===== config.mk =====
export PLATFORM = sky130hd
export DESIGN_NAME = bucket_ranker
export DESIGN_NICKNAME = d
export VERILOG_FILES = /design/src/rtl/bwt_pkg.sv /design/src/rtl/bucket_store.sv /design/src/rtl/bucket_ranker.sv
export SDC_FILE = /design/constraint.sdc
export NUM_CORES = 1
export LEC_CHECK = 0
export BUFFER_PORTS_ARGS = -buffer_cell sky130_fd_sc_hd__buf_2
export CAP_MARGIN = 0
export CORE_UTILIZATION = 52
export CTS_BUF_LIST = sky130_fd_sc_hd__clkbuf_4 sky130_fd_sc_hd__clkbuf_8 sky130_fd_sc_hd__clkbuf_16
export DETAILED_ROUTE_END_ITERATION = 8
export GPL_ROUTABILITY_DRIVEN = 0
export HOLD_SLACK_MARGIN = 0.1
export PLACE_DENSITY_LB_ADDON = 0.08
export SETUP_SLACK_MARGIN = 0.3
export SLEW_MARGIN = 10
export SYNTH_ARGS = -nofsm -noshare
export SYNTH_HDL_FRONTEND = slang
export SYNTH_SLANG_ARGS = --single-unit
export TNS_END_PERCENT = 50

===== constraint.sdc =====
create_clock -name clk -period 2 [get_ports clk]
set_input_delay 0.4 -clock clk [delete_from_list [all_inputs] [get_ports clk]]
set_output_delay 0.4 -clock clk [all_outputs]
set_load 0.05 [all_outputs]

===== src/rtl/bwt_pkg.sv =====
// Shared types and width helpers for the BWT suffix-sort blocks
// (ranker, sorter, prefix-doubling controller).
package bwt_pkg;

  typedef enum logic [1:0] {IDLE, RUN, DONE} state_t;

  localparam int RANK_DENSE = 0;
  localparam int RANK_HEAD  = 1;

  function automatic int idx_width(input int n);
    return (n > 1) ? $clog2(n) : 1;
  endfunction

  function automatic int rank_width(input int n);
    return $clog2(n + 1);
  endfunction

endpackage


===== src/rtl/bucket_store.sv =====
// Rank storage: register array with one write port and a registered read port.
// A read of the address written on the same edge returns the pre-write value.
module bucket_store #(
  parameter int DEPTH  = 8,
  parameter int IDX_W  = 3,
  parameter int RANK_W = 4
) (
  input  logic              clk,
  input  logic              rst,
  input  logic              wr_en,
  input  logic [IDX_W-1:0]  wr_addr,
  input  logic [RANK_W-1:0] wr_data,
  input  logic [IDX_W-1:0]  rd_addr,
  output logic [RANK_W-1:0] rd_data
);

  logic [RANK_W-1:0] mem [DEPTH];

  always_ff @(posedge clk) begin
    if (rst) begin
      for (int unsigned i = 0; i < DEPTH; i++) mem[i] <= '0;
      rd_data <= '0;
    end else begin
      if (wr_en) mem[wr_addr] <= wr_data;
      rd_data <= (int'(rd_addr) < DEPTH) ? mem[rd_addr] : '0;
    end
  end

endmodule


===== src/rtl/bucket_ranker.sv =====
// Assigns bucket ranks to a sorted (key_hi, key_lo, idx) stream and reports
// the highest rank and whether every key group held a single tuple.
module bucket_ranker
  import bwt_pkg::*;
#(
  parameter  int STRING_LEN = 8,
  parameter  int KEY_W      = 8,
  parameter  int RANK_MODE  = RANK_DENSE,
  localparam int IDX_W      = idx_width(STRING_LEN),
  localparam int RANK_W     = rank_width(STRING_LEN)
) (
  input  logic              clk,
  input  logic              rst,
  input  logic              start,
  input  logic              in_valid,
  output logic              in_ready,
  input  logic [KEY_W-1:0]  in_key_hi,
  input  logic [KEY_W-1:0]  in_key_lo,
  input  logic [IDX_W-1:0]  in_idx,
  input  logic              in_last,
  input  logic [IDX_W-1:0]  rd_addr,
  output logic [RANK_W-1:0] rd_data,
  output logic [RANK_W-1:0] max_bucket,
  output logic              all_unique,
  output logic              busy,
  output logic              done,
  output logic              err
);

  localparam logic [RANK_W-1:0] LEN = RANK_W'(STRING_LEN);

  state_t            state, state_nx;
  logic [RANK_W-1:0] cnt, rank, groups;
  logic [KEY_W-1:0]  prev_hi, prev_lo;
  logic              accept, is_new, idx_ok, pass_end;
  logic [RANK_W-1:0] pos, rank_nx, groups_nx;

  function automatic logic [RANK_W-1:0] sat_inc(input logic [RANK_W-1:0] v);
    return (v >= LEN) ? LEN : v + RANK_W'(1);
  endfunction

  always_ff @(posedge clk) begin
    if (rst) state <= IDLE;
    else     state <= state_nx;
  end

  // rank/groups start at 0, so the first tuple lands on 1 in both modes
  // without a dedicated first-tuple branch.
  always_comb begin
    in_ready  = (state == RUN);
    busy      = (state == RUN);
    done      = (state == DONE);
    accept    = in_valid && (state == RUN);
    pos       = cnt + RANK_W'(1);
    is_new    = (cnt == '0) || (in_key_hi != prev_hi) || (in_key_lo != prev_lo);
    idx_ok    = RANK_W'(in_idx) < LEN;
    groups_nx = is_new ? sat_inc(groups) : groups;
    rank_nx   = rank;
    if (is_new) rank_nx = (RANK_MODE == RANK_HEAD) ? pos : sat_inc(rank);
    pass_end  = accept && (in_last || (pos == LEN));
    state_nx  = state;
    case (state)
      IDLE:    if (start) state_nx = RUN;
      RUN:     if (pass_end) state_nx = DONE;
      DONE:    state_nx = IDLE;
      default: state_nx = IDLE;
    endcase
  end

  always_ff @(posedge clk) begin
    if (rst) begin
      cnt        <= '0;
      rank       <= '0;
      groups     <= '0;
      prev_hi    <= '0;
      prev_lo    <= '0;
      max_bucket <= '0;
      all_unique <= 1'b0;
      err        <= 1'b0;
    end else if (state == IDLE && start) begin
      cnt        <= '0;
      rank       <= '0;
      groups     <= '0;
      prev_hi    <= '0;
      prev_lo    <= '0;
      max_bucket <= '0;
      all_unique <= 1'b0;
      err        <= 1'b0;
    end else if (accept) begin
      cnt        <= pos;
      rank       <= rank_nx;
      groups     <= groups_nx;
      prev_hi    <= in_key_hi;
      prev_lo    <= in_key_lo;
      max_bucket <= rank_nx;
      all_unique <= (groups_nx == LEN);
      if (!idx_ok || (in_last != (pos == LEN))) err <= 1'b1;
    end
  end

  bucket_store #(
    .DEPTH  (STRING_LEN),
    .IDX_W  (IDX_W),
    .RANK_W (RANK_W)
  ) u_store (
    .clk     (clk),
    .rst     (rst),
    .wr_en   (accept && idx_ok),
    .wr_addr (in_idx),
    .wr_data (rank_nx),
    .rd_addr (rd_addr),
    .rd_data (rd_data)
  );

endmodule


==> results.sh, run 1 <==
export IMPL_diodes=0
export IMPL_hold_depth=3
export IMPL_grt_overflow=0
export IMPL_path_clk_slew_ps=70
export IMPL_insertion_delay_ps=330
export IMPL_hold_class="in2reg"
export IMPL_antenna_found_initial=0
export IMPL_cts_hold_buf=0
export IMPL_die_y_um=80.19
export IMPL_worst_r2r_cell_count=8
export IMPL_period_minus_slack_ps=1975
export IMPL_cap_violations=0
export IMPL_synthSimpleGateAreaFrac_pct=19.09
export IMPL_viasPerCell=5.307
export IMPL_synth_seq_area_share_pct=52.89
export IMPL_relSlewSlack_pct=70.22
export IMPL_drv_slew=0
export IMPL_p_per_area_mw_per_mm2=800.9
export IMPL_cts_sinks=68
export IMPL_r2r_start="cnt[1]"
export IMPL_min_from="in_key_hi[6]"
export IMPL_rrSetupSlack_ps=30
export IMPL_leakagePower_nw=1.517
export IMPL_synth_compound_area_share_pct=8.461
export IMPL_synthToLayoutAreaGrowth_pct=23.06
export IMPL_cts_root_buf="clkbuf_8"
export IMPL_start_util_pct=53.70
export IMPL_hpwl_um=4493
export IMPL_finalPower_w=0.003133
export IMPL_drtPass1Iterations=4
export IMPL_drc_errors=0
export IMPL_ys_warn_count=0
export IMPL_startpoint="cnt[1]"
export IMPL_tightest_slew_ps=443.3
export IMPL_fin_cells=443
export IMPL_synth_mux_area_fraction_pct=7.871
export IMPL_grt_pass1_vias=2279
export IMPL_dp_cells=426
export IMPL_synth_ff_type="dfxtp_1"
export IMPL_io_pin_count=40
export IMPL_endpoint="u_store.mem[3][2]"
export IMPL_cts_tree="built"
export IMPL_synth_top_family_by_area="simple AND/OR/NAND/NOR gates"
export IMPL_syn_nets=344
export IMPL_start_kind="flip-flop"
export IMPL_synth_seq_cells=68
export IMPL_drt_wl_total_um=6175
export IMPL_synth_top_area_share_pct=30.22
export IMPL_grt_max_degree=20
export IMPL_syn_cell_area_mm2=0.003179
export IMPL_numCtsBuffers=9
export IMPL_wl_per_cell_um=13.94
export IMPL_avgSynthCellArea_um2=10.26
export IMPL_clk_path_buf_depth=2
export IMPL_yosys_area_share_adder_pct=2.755
export IMPL_cp_end_kind="flip-flop"
export IMPL_yosysMostFrequentCell="nor2_1"
export IMPL_path_max_fanout=4
export IMPL_num_vias=2351
export IMPL_fp_coreArea_mm2=0.005921
export IMPL_worstSetupPathType="reg2reg"
export IMPL_first_iter_violations=71
export IMPL_num_rows=28
export IMPL_cp_required_ps=2080
export IMPL_nFillCells=484
export IMPL_rsz0062_at_grt="true"
export IMPL_max_freq_mhz=506.4
export IMPL_critPathArrivalTime_ps=2050
export IMPL_grt_pass1_wl_um=10140
export IMPL_ys_top_cells_by_count="nor2_1, nand2_1, dfxtp_1"
export IMPL_holdWs_ps=317.3
export IMPL_finalHoldViolCount=0
export IMPL_async_reset_ff_share_pct=0
export IMPL_htreeDepth=3
export IMPL_setup_viol=0
export IMPL_synth_cells=310
export IMPL_fin_util_pct=66.08
export IMPL_portBuffers=39
export IMPL_synth_area_top_cells="edfxtp_1, dfxtp_1, nor2_1"
export IMPL_r2r_end="u_store.mem[3][2]"
export IMPL_synthXorXnorAreaFrac_pct=5.510
export IMPL_status="complete, no violations"
export IMPL_vdd_drop_max_uv=484.3
export IMPL_synth_top_cell_by_area="edfxtp_1"
export IMPL_antenna_left=0
export IMPL_track_usage_pct=21.24
export IMPL_dieArea_mm2=0.006430
export IMPL_fin_nets=397
export IMPL_finalCritPeriodShare_pct=98.73
export IMPL_synth_cell_types=41
export IMPL_synth_edf_count=32
export IMPL_die_w_um=80.19
export IMPL_drive_gt1_share_pct=30.43
export IMPL_skew_ps=7.794
area by class of cell:
cell class / count / area, um^2 / area share [%]
clock buffer: 10 / 131.4 / 3.358
clock inverter: 6 / 102.6 / 2.622
inverter: 9 / 33.78 / 0.8634
multi-input combinational: 217 / 1505 / 38.47
sequential: 68 / 1685 / 43.08
tap: 75 / 93.84 / 2.398
timing repair buffer: 58 / 360.3 / 9.210
flip-flops by register name (all words and copies together), names as in the netlist:
register / count
u_store.rd_data: 4
groups: 4
prev_lo: 8
all_unique: 1
rank: 4
prev_hi: 8
u_store.mem: 32
state: 2
cnt: 4
err: 1
how the worst min path moves through the flow:
stage	slack [ps]	to
final	320	prev_hi[6]
after global routing	310	prev_lo[0]
after CTS	310	prev_hi[5]
after detailed placement	450	err
after global placement	450	err
after floorplan	450	prev_hi[0]
cells by family after synthesis:
group	Yosys count
AND/OR/NAND/NOR	137
buffers and inverters	25
AO/OA/AOI/OAI	38
adder cells (fa/ha/maj)	7
flip-flops	68
XOR/XNOR	20
multiplexers	15
layer usage:
metal	track usage, %	vias up	wire length [um]	share of wire (%)
li1	-	1169	-	-
met1	24.30	1109	2534	41
met2	36.75	58	3222	52
met3	4.659	15	242	3.9
met4	11.61	0	175	2.8
met5	0	-	0	0
through the flow:
| step | instance area, um^2 | TNS (ps) | worst slack (ps) |
|---|---|---|---|
| 5_1_grt | 3913 | -1312 | -72.06 |
| 2_1_floorplan | 3201 | 0 | 1.694 |
| 6_report | 3913 | 0 | 25.33 |
| 3_3_place_gp | 3548 | -5838 | -195.8 |
| 3_5_place_dp | 3548 | -8018 | -261.7 |
| 4_1_cts | 3826 | 0 | 33.97 |
report_power, final:
part | total, W | internal (W) | switching [W]
clock network | 0.00132 | 0.000832 | 0.000487
logic | 0.000297 | 0.000114 | 0.000183
registers | 0.00152 | 0.00150 | 0.0000200
total | 0.00313 | 0.00244 | 0.000690
cells in the final DEF, fill, tap and decap left out, drive strengths merged, types with 2 or more instances in the layout:
master and instances:
buf 58, nor2 57, nand2 41, dfxtp 36, edfxtp 32, a21oi 23, xor2 16, clkbuf 10
inv 9, nor3 8, nand2b 8, mux4 8, mux2i 7, ha 7, nand3 7, nor2b 5
xnor2 4, nand4 3, bufinv 3, o21ai 3, a31oi 3, clkinv 3, nor4 2, or2 2
what timing repair did:
item | CTS | global route
pin swaps | 12 | 8
resized for setup | 10 | 19
endpoints found under the setup margin | 45 | 66
setup buffers | 0 | 1
worst max-delay path, cell delays in order, from the launching register on:
cell and delay, ps:
dfxtp_2 330, inv_2 40, ha_4 160, a2111oi_4 310, nand3_2 120, or2_4 270, a22oi_2 260, buf_4 190
nor2_1 40
Note: power is estimated with default switching activity, not from simulation.
==> run 2: changes to the inputs <==
clock period = 1.6 ns   (was 2 ns; I/O delays follow)
==> run 2 against run 1 <==
  * The run now ends with setup timing left
  * Worst setup slack got worse by 400 ps
  * Cell area grew 7.7%
  * Non-clock buffer count is 18 higher
  * Critical endpoint is now u_store.mem[3][1]
  * Largest cell class unchanged
==> results.sh, run 2 (synthesis gave the netlist of run 1 again) <==
export IMPL_drt_wl_total_um=6796
export IMPL_layout_common_cells="nor2_1, buf_2, edfxtp_1"
export IMPL_track_usage_pct=23.32
export IMPL_diodes=0
export IMPL_synthToLayoutAreaGrowth_pct=32.59
export IMPL_finalHoldViolCount=0
export IMPL_setup_tns_final_ps=-12750
export IMPL_met3_usage_pct=5.114
export IMPL_die_w_um=80.19
export IMPL_hold_class="in2reg"
export IMPL_worstSetupPathType="reg2reg"
export IMPL_portBuffers=39
export IMPL_fin_nets=415
export IMPL_cp_cell_sequence="xor2_1 > nor4_2 > nand3_2 > or2_4 > buf_6 > a21oi_4 > nor2_1"
export IMPL_cp_num_buf_inv=1
export IMPL_critPathArrivalTime_ps=2080
export IMPL_hpwl_um=4706
export IMPL_num_vias=2446
export IMPL_reg_top3="u_store.mem: 32 flops, prev_hi: 8 flops, prev_lo: 8 flops"
export IMPL_numCtsBuffers=9
export IMPL_p_per_area_mw_per_mm2=848.5
export IMPL_rsz0062_at_grt="true"
export IMPL_start_util_pct=53.70
export IMPL_path_clk_slew_ps=80
export IMPL_dp_cells=437
export IMPL_grt_pass1_vias=2311
export IMPL_grtUsageMet2_pct=37.86
export IMPL_skew_ps=11.67
export IMPL_setup_ws_ps=-377.8
export IMPL_wl_per_cell_um=14.74
export IMPL_critical_path_max_stage_delay_ps=350
export IMPL_die_y_um=80.19
export IMPL_grt_use_met1_pct=28.80
export IMPL_cp_end_kind="flip-flop"
export IMPL_drv_slew=0
export IMPL_antenna_left=0
export IMPL_drive_gt1_share_pct=41.97
export IMPL_vdd_drop_max_uv=503.2
export IMPL_finalCritPeriodShare_pct=123.6
export IMPL_path_max_fanout=8
export IMPL_tightest_slew_ps=501.0
export IMPL_cts_sinks=68
export IMPL_violations="setup timing"
export IMPL_crit_family="simple AND/OR/NAND/NOR gates"
export IMPL_dieArea_mm2=0.006430
export IMPL_cp_required_ps=1700
export IMPL_drtPass1Iterations=4
export IMPL_relSlewSlack_pct=66.34
export IMPL_first_iter_violations=113
export IMPL_max_freq_mhz=505.6
export IMPL_grt_max_degree=27
export IMPL_cts_tree="built"
export IMPL_setup_viol=41
export IMPL_io_pin_count=40
export IMPL_largest_reg_flops=32
export IMPL_num_rows=28
export IMPL_viasPerCell=5.306
export IMPL_nFillCells=435
export IMPL_antenna_found_initial=0
export IMPL_cts_root_buf="clkbuf_8"
export IMPL_htreeDepth=3
export IMPL_insertion_delay_ps=350
export IMPL_regMostFlops="u_store.mem"
export IMPL_fp_coreArea_mm2=0.005921
export IMPL_grt_overflow=0
export IMPL_status="finished, violations left"
export IMPL_cap_violations=0
export IMPL_period_minus_slack_ps=1978
export IMPL_drc_errors=0
export IMPL_cp_slowest_cell="nor4_2"
export IMPL_leakagePower_nw=1.637
export IMPL_grt_pass1_wl_um=10980
export IMPL_final_common_cell="nor2_1"
export IMPL_start_kind="flip-flop"
export IMPL_clk_path_buf_depth=2
export IMPL_finalPower_w=0.003577
export IMPL_cts_hold_buf=0
export IMPL_fin_cells=461
export IMPL_top_usage_layer="met2"
run 2: cell count changes in the layout (fill, tap and decap cells not counted), moves of 3 or more:
cell       previous run  this run
buf_6                 2        10
nand2b_4              0         7
nand2_2               0        12
nand2_1              41        28
dfxtp_2               3         6
nand3_4               0         4
buf_2                39        32
bufinv_16             3         0
dfxtp_1              33        30
nand2b_1              8         1
nand3_1               4         1
buf_4                15        28
run 2: cell type report:
class / instances / area (um^2) / area share (%)
clock buffers: 10 / 131.4 / 3.117
multi-input cells: 217 / 1659 / 39.36
clock inverters: 6 / 32.53 / 0.7717
repair buffers: 76 / 575.6 / 13.65
well taps: 75 / 93.84 / 2.226
inverters: 9 / 33.78 / 0.8014
flip-flops and latches: 68 / 1689 / 40.07
run 2: path summary, 6_finish.rpt:
kind | from | endpoint | slack [ps] | cells past startpoint
worst max-delay path | prev_hi[6] | u_store.mem[3][1] | -380 | 7
worst min-delay path | in_key_hi[6] | prev_hi[6] | 220 | 3
worst max register to register | prev_hi[6] | u_store.mem[3][1] | -380 | 7
worst min register to register | prev_hi[3] | prev_hi[3] | 460 | 2
run 2: power breakdown:
part	internal (W)	leakage [nW]	switching, W
Clock	0.000563	0.0806	0.000654
Sequential	0.00187	0.625	0.0000240
Combinational	0.000203	0.931	0.000262
run 2: routing by layer:
metal	part of all wire, %	routed length (um)	vias up
met5	0	0	-
met4	2.1	145	0
met1	42	2879	1181
met2	52	3561	46
met3	3.1	210	15
li1	-	-	1204
run 2: worst reg2reg max path, stage by stage (launching register included):
cell and delay [ps]:
dfxtp_2 330, xor2_1 170, nor4_2 350, nand3_2 130, or2_4 280, buf_6 140
a21oi_4 270, nor2_1 80
run 2: timing repair:
item	4_1_cts	5_1_grt
gates resized for setup	46	24
setup buffers	5	3
pin swaps	30	24
setup endpoints to repair	84	103
run 2: stage by stage:
step	instance area, um^2	hold slack, ps	utilization [%]	setup slack, ps
2_1_floorplan	3337	448.1	-	-336.2
3_3_place_gp	3752	447.7	63.38	-511.6
3_5_place_dp	3752	458.3	63.38	-513.4
4_1_cts	4108	218.7	69.38	-319.8
5_1_grt	4215	210.0	71.20	-464.1
6_report	4215	220.3	71.20	-377.8
==> run 3: changes to the inputs <==
REMOVE_ABC_BUFFERS = 1   (was unset)
==> run 3 against run 2 <==
  * The run still ends with setup timing left
  * Die area unchanged
  * Power increased by 5.9%
  * Sequential share of layout area decreased by 2.2 points
  * Cell area increased by 6.0%
  * Highest routed layer unchanged
==> results.sh, run 3 (synthesis gave the netlist of run 1 again) <==
export IMPL_fin_nets=422
export IMPL_holdWs_ps=220.6
export IMPL_worstSetupPathType="reg2reg"
export IMPL_cts_tree="built"
export IMPL_layout_common_cells="nor2_1, edfxtp_1, dfxtp_1, buf_2, buf_4"
export IMPL_largest_reg_flops=32
export IMPL_tightest_slew_ps=457.3
export IMPL_die_w_um=80.19
export IMPL_dpl_instance_area_mm2=0.003671
export IMPL_leakagePower_nw=1.794
export IMPL_clock_power_share_pct=36.9
export IMPL_dieArea_mm2=0.006430
export IMPL_grt_pass1_vias=2416
export IMPL_wl_per_cell_um=15.18
export IMPL_status="finished, violations left"
export IMPL_start_util_pct=53.70
export IMPL_num_vias=2506
export IMPL_insertion_delay_ps=360
export IMPL_combPwrFrac_pct=13.1
export IMPL_antenna_left=0
export IMPL_cts_hold_buf=0
export IMPL_finalCritPeriodShare_pct=125.9
export IMPL_final_area_mm2=0.004468
export IMPL_fp_coreArea_mm2=0.005921
export IMPL_violations="setup timing"
export IMPL_cts_root_buf="clkbuf_8"
export IMPL_track_usage_pct=23.84
export IMPL_start_kind="flip-flop"
export IMPL_first_iter_violations=180
export IMPL_io_pin_count=40
export IMPL_fin_util_pct=75.46
export IMPL_rsz0062_at_grt="true"
export IMPL_drtPass1Iterations=4
export IMPL_final_common_cell="nor2_1"
export IMPL_nFillCells=390
export IMPL_finalHoldViolCount=0
export IMPL_period_minus_slack_ps=2014
export IMPL_drc_errors=0
export IMPL_intPower_w=0.002829
export IMPL_grt_overflow=0
export IMPL_sw_frac_of_total_pct=25.31
export IMPL_grt_pass1_wl_um=11200
export IMPL_hpwl_um=4657
export IMPL_path_clk_slew_ps=80
export IMPL_p_per_area_mw_per_mm2=847.7
export IMPL_cts_sinks=68
export IMPL_viasPerCell=5.355
export IMPL_reg_top3="u_store.mem: 32 flops, prev_hi: 8 flops, prev_lo: 8 flops"
export IMPL_switching_power_w=0.0009588
export IMPL_regMostFlops="u_store.mem"
export IMPL_cp_required_ps=1700
export IMPL_numCtsBuffers=9
export IMPL_cap_violations=0
export IMPL_htreeDepth=3
export IMPL_clk_path_buf_depth=2
export IMPL_critPathArrivalTime_ps=2120
export IMPL_path_max_fanout=8
export IMPL_skew_ps=13.12
export IMPL_grt_max_degree=20
export IMPL_drive_gt1_share_pct=47.33
export IMPL_drt_wl_total_um=7106
export IMPL_portBuffers=39
export IMPL_setup_ws_ps=-414.0
export IMPL_relSlewSlack_pct=69.45
export IMPL_vdd_drop_max_uv=631.7
export IMPL_die_y_um=80.19
export IMPL_power_frac_seq_pct=50.0
export IMPL_antenna_found_initial=0
export IMPL_drv_slew=0
export IMPL_setup_viol=41
export IMPL_diodes=0
export IMPL_multi_input_area_mm2=0.001797
export IMPL_num_rows=28
export IMPL_hold_class="in2reg"
export IMPL_regArea_mm2=0.001690
export IMPL_cp_end_kind="flip-flop"
export IMPL_max_freq_mhz=496.5
export IMPL_synthToLayoutAreaGrowth_pct=40.54
-- run 3: cell count changes in the layout (fill, tap and decap cells not counted), moves of 3 or more --
cell / delta
buf_4: +3
nand2_2: -3
nand2_4: +9
buf_6: +4
a21oi_2: +7
a21oi_1: -7
nand2_1: -6
-- run 3: per-stage QoR --
| step | total power (W) | std cells | TNS [ps] | setup WS [ps] |
|---|---|---|---|---|
| 3_3_place_gp | 0.002304 | 445 | -19360 | -545.2 |
| 5_1_grt | 0.003930 | 468 | -17980 | -495.2 |
| 6_report | 0.003788 | 468 | -14500 | -414.0 |
| 2_1_floorplan | 0.002147 | 294 | -152790 | -1887 |
| 3_5_place_dp | 0.002309 | 445 | -19870 | -567.9 |
| 4_1_cts | 0.003747 | 468 | -13970 | -403.4 |
-- run 3: worst paths after layout --
path | from | endpoint | slack (ps) | cells after the start
worst min-delay path | in_key_hi[5] | prev_hi[5] | 220 | 3
worst max register to register | cnt[0] | u_store.mem[4][3] | -410 | 8
worst min register to register | prev_hi[4] | prev_hi[4] | 460 | 2
worst max-delay path | cnt[0] | u_store.mem[4][3] | -410 | 8
-- run 3: routing by layer --
| metal | vias to the layer above | part of all wire (%) | track usage (%) | wire length, um |
|---|---|---|---|---|
| met5 | - | 0 | 0 | 0 |
| met2 | 56 | 51 | 39.83 | 3639 |
| met3 | 10 | 4.1 | 5.000 | 293 |
| li1 | 1219 | - | - | - |
| met1 | 1221 | 43 | 28.83 | 3056 |
| met4 | 0 | 1.6 | 12.50 | 116 |
-- run 3: final cells by class --
| type | count | share of cell area [%] |
|---|---|---|
| Multi-Input combinational cell | 217 | 40.21 |
| Clock buffer | 11 | 3.108 |
| Timing Repair Buffer | 83 | 14.79 |
| Inverter | 9 | 0.7561 |
| Sequential cell | 68 | 37.83 |
| Tap cell | 75 | 2.100 |
| Clock inverter | 5 | 1.204 |
-- run 3: timing repair --
item                                    CTS  global route
endpoints found under the setup margin  101           102
gates resized for setup                  77            60
pin swaps                                31            45
cloned                                    0             0
setup buffers                             7             0
-- run 3: critical path, stage by stage, from the launching register on --
cell and delay (ps):
dfxtp_2 340, inv_2 40, ha_4 160, a2111oi_4 290
nand3_2 130, or2_4 280, buf_6 140, a21oi_4 280
nor2_1 80
-- run 3: power groups by stage --
stage | clock network (W) | logic (W) | registers (W)
final | 0.00140 | 0.000497 | 0.00189
after global routing | 0.00150 | 0.000533 | 0.00190
after CTS | 0.00141 | 0.000441 | 0.00189
after detailed placement | 0 | 0.000378 | 0.00193
after global placement | 0 | 0.000375 | 0.00193
after floorplan | 0 | 0.000186 | 0.00196
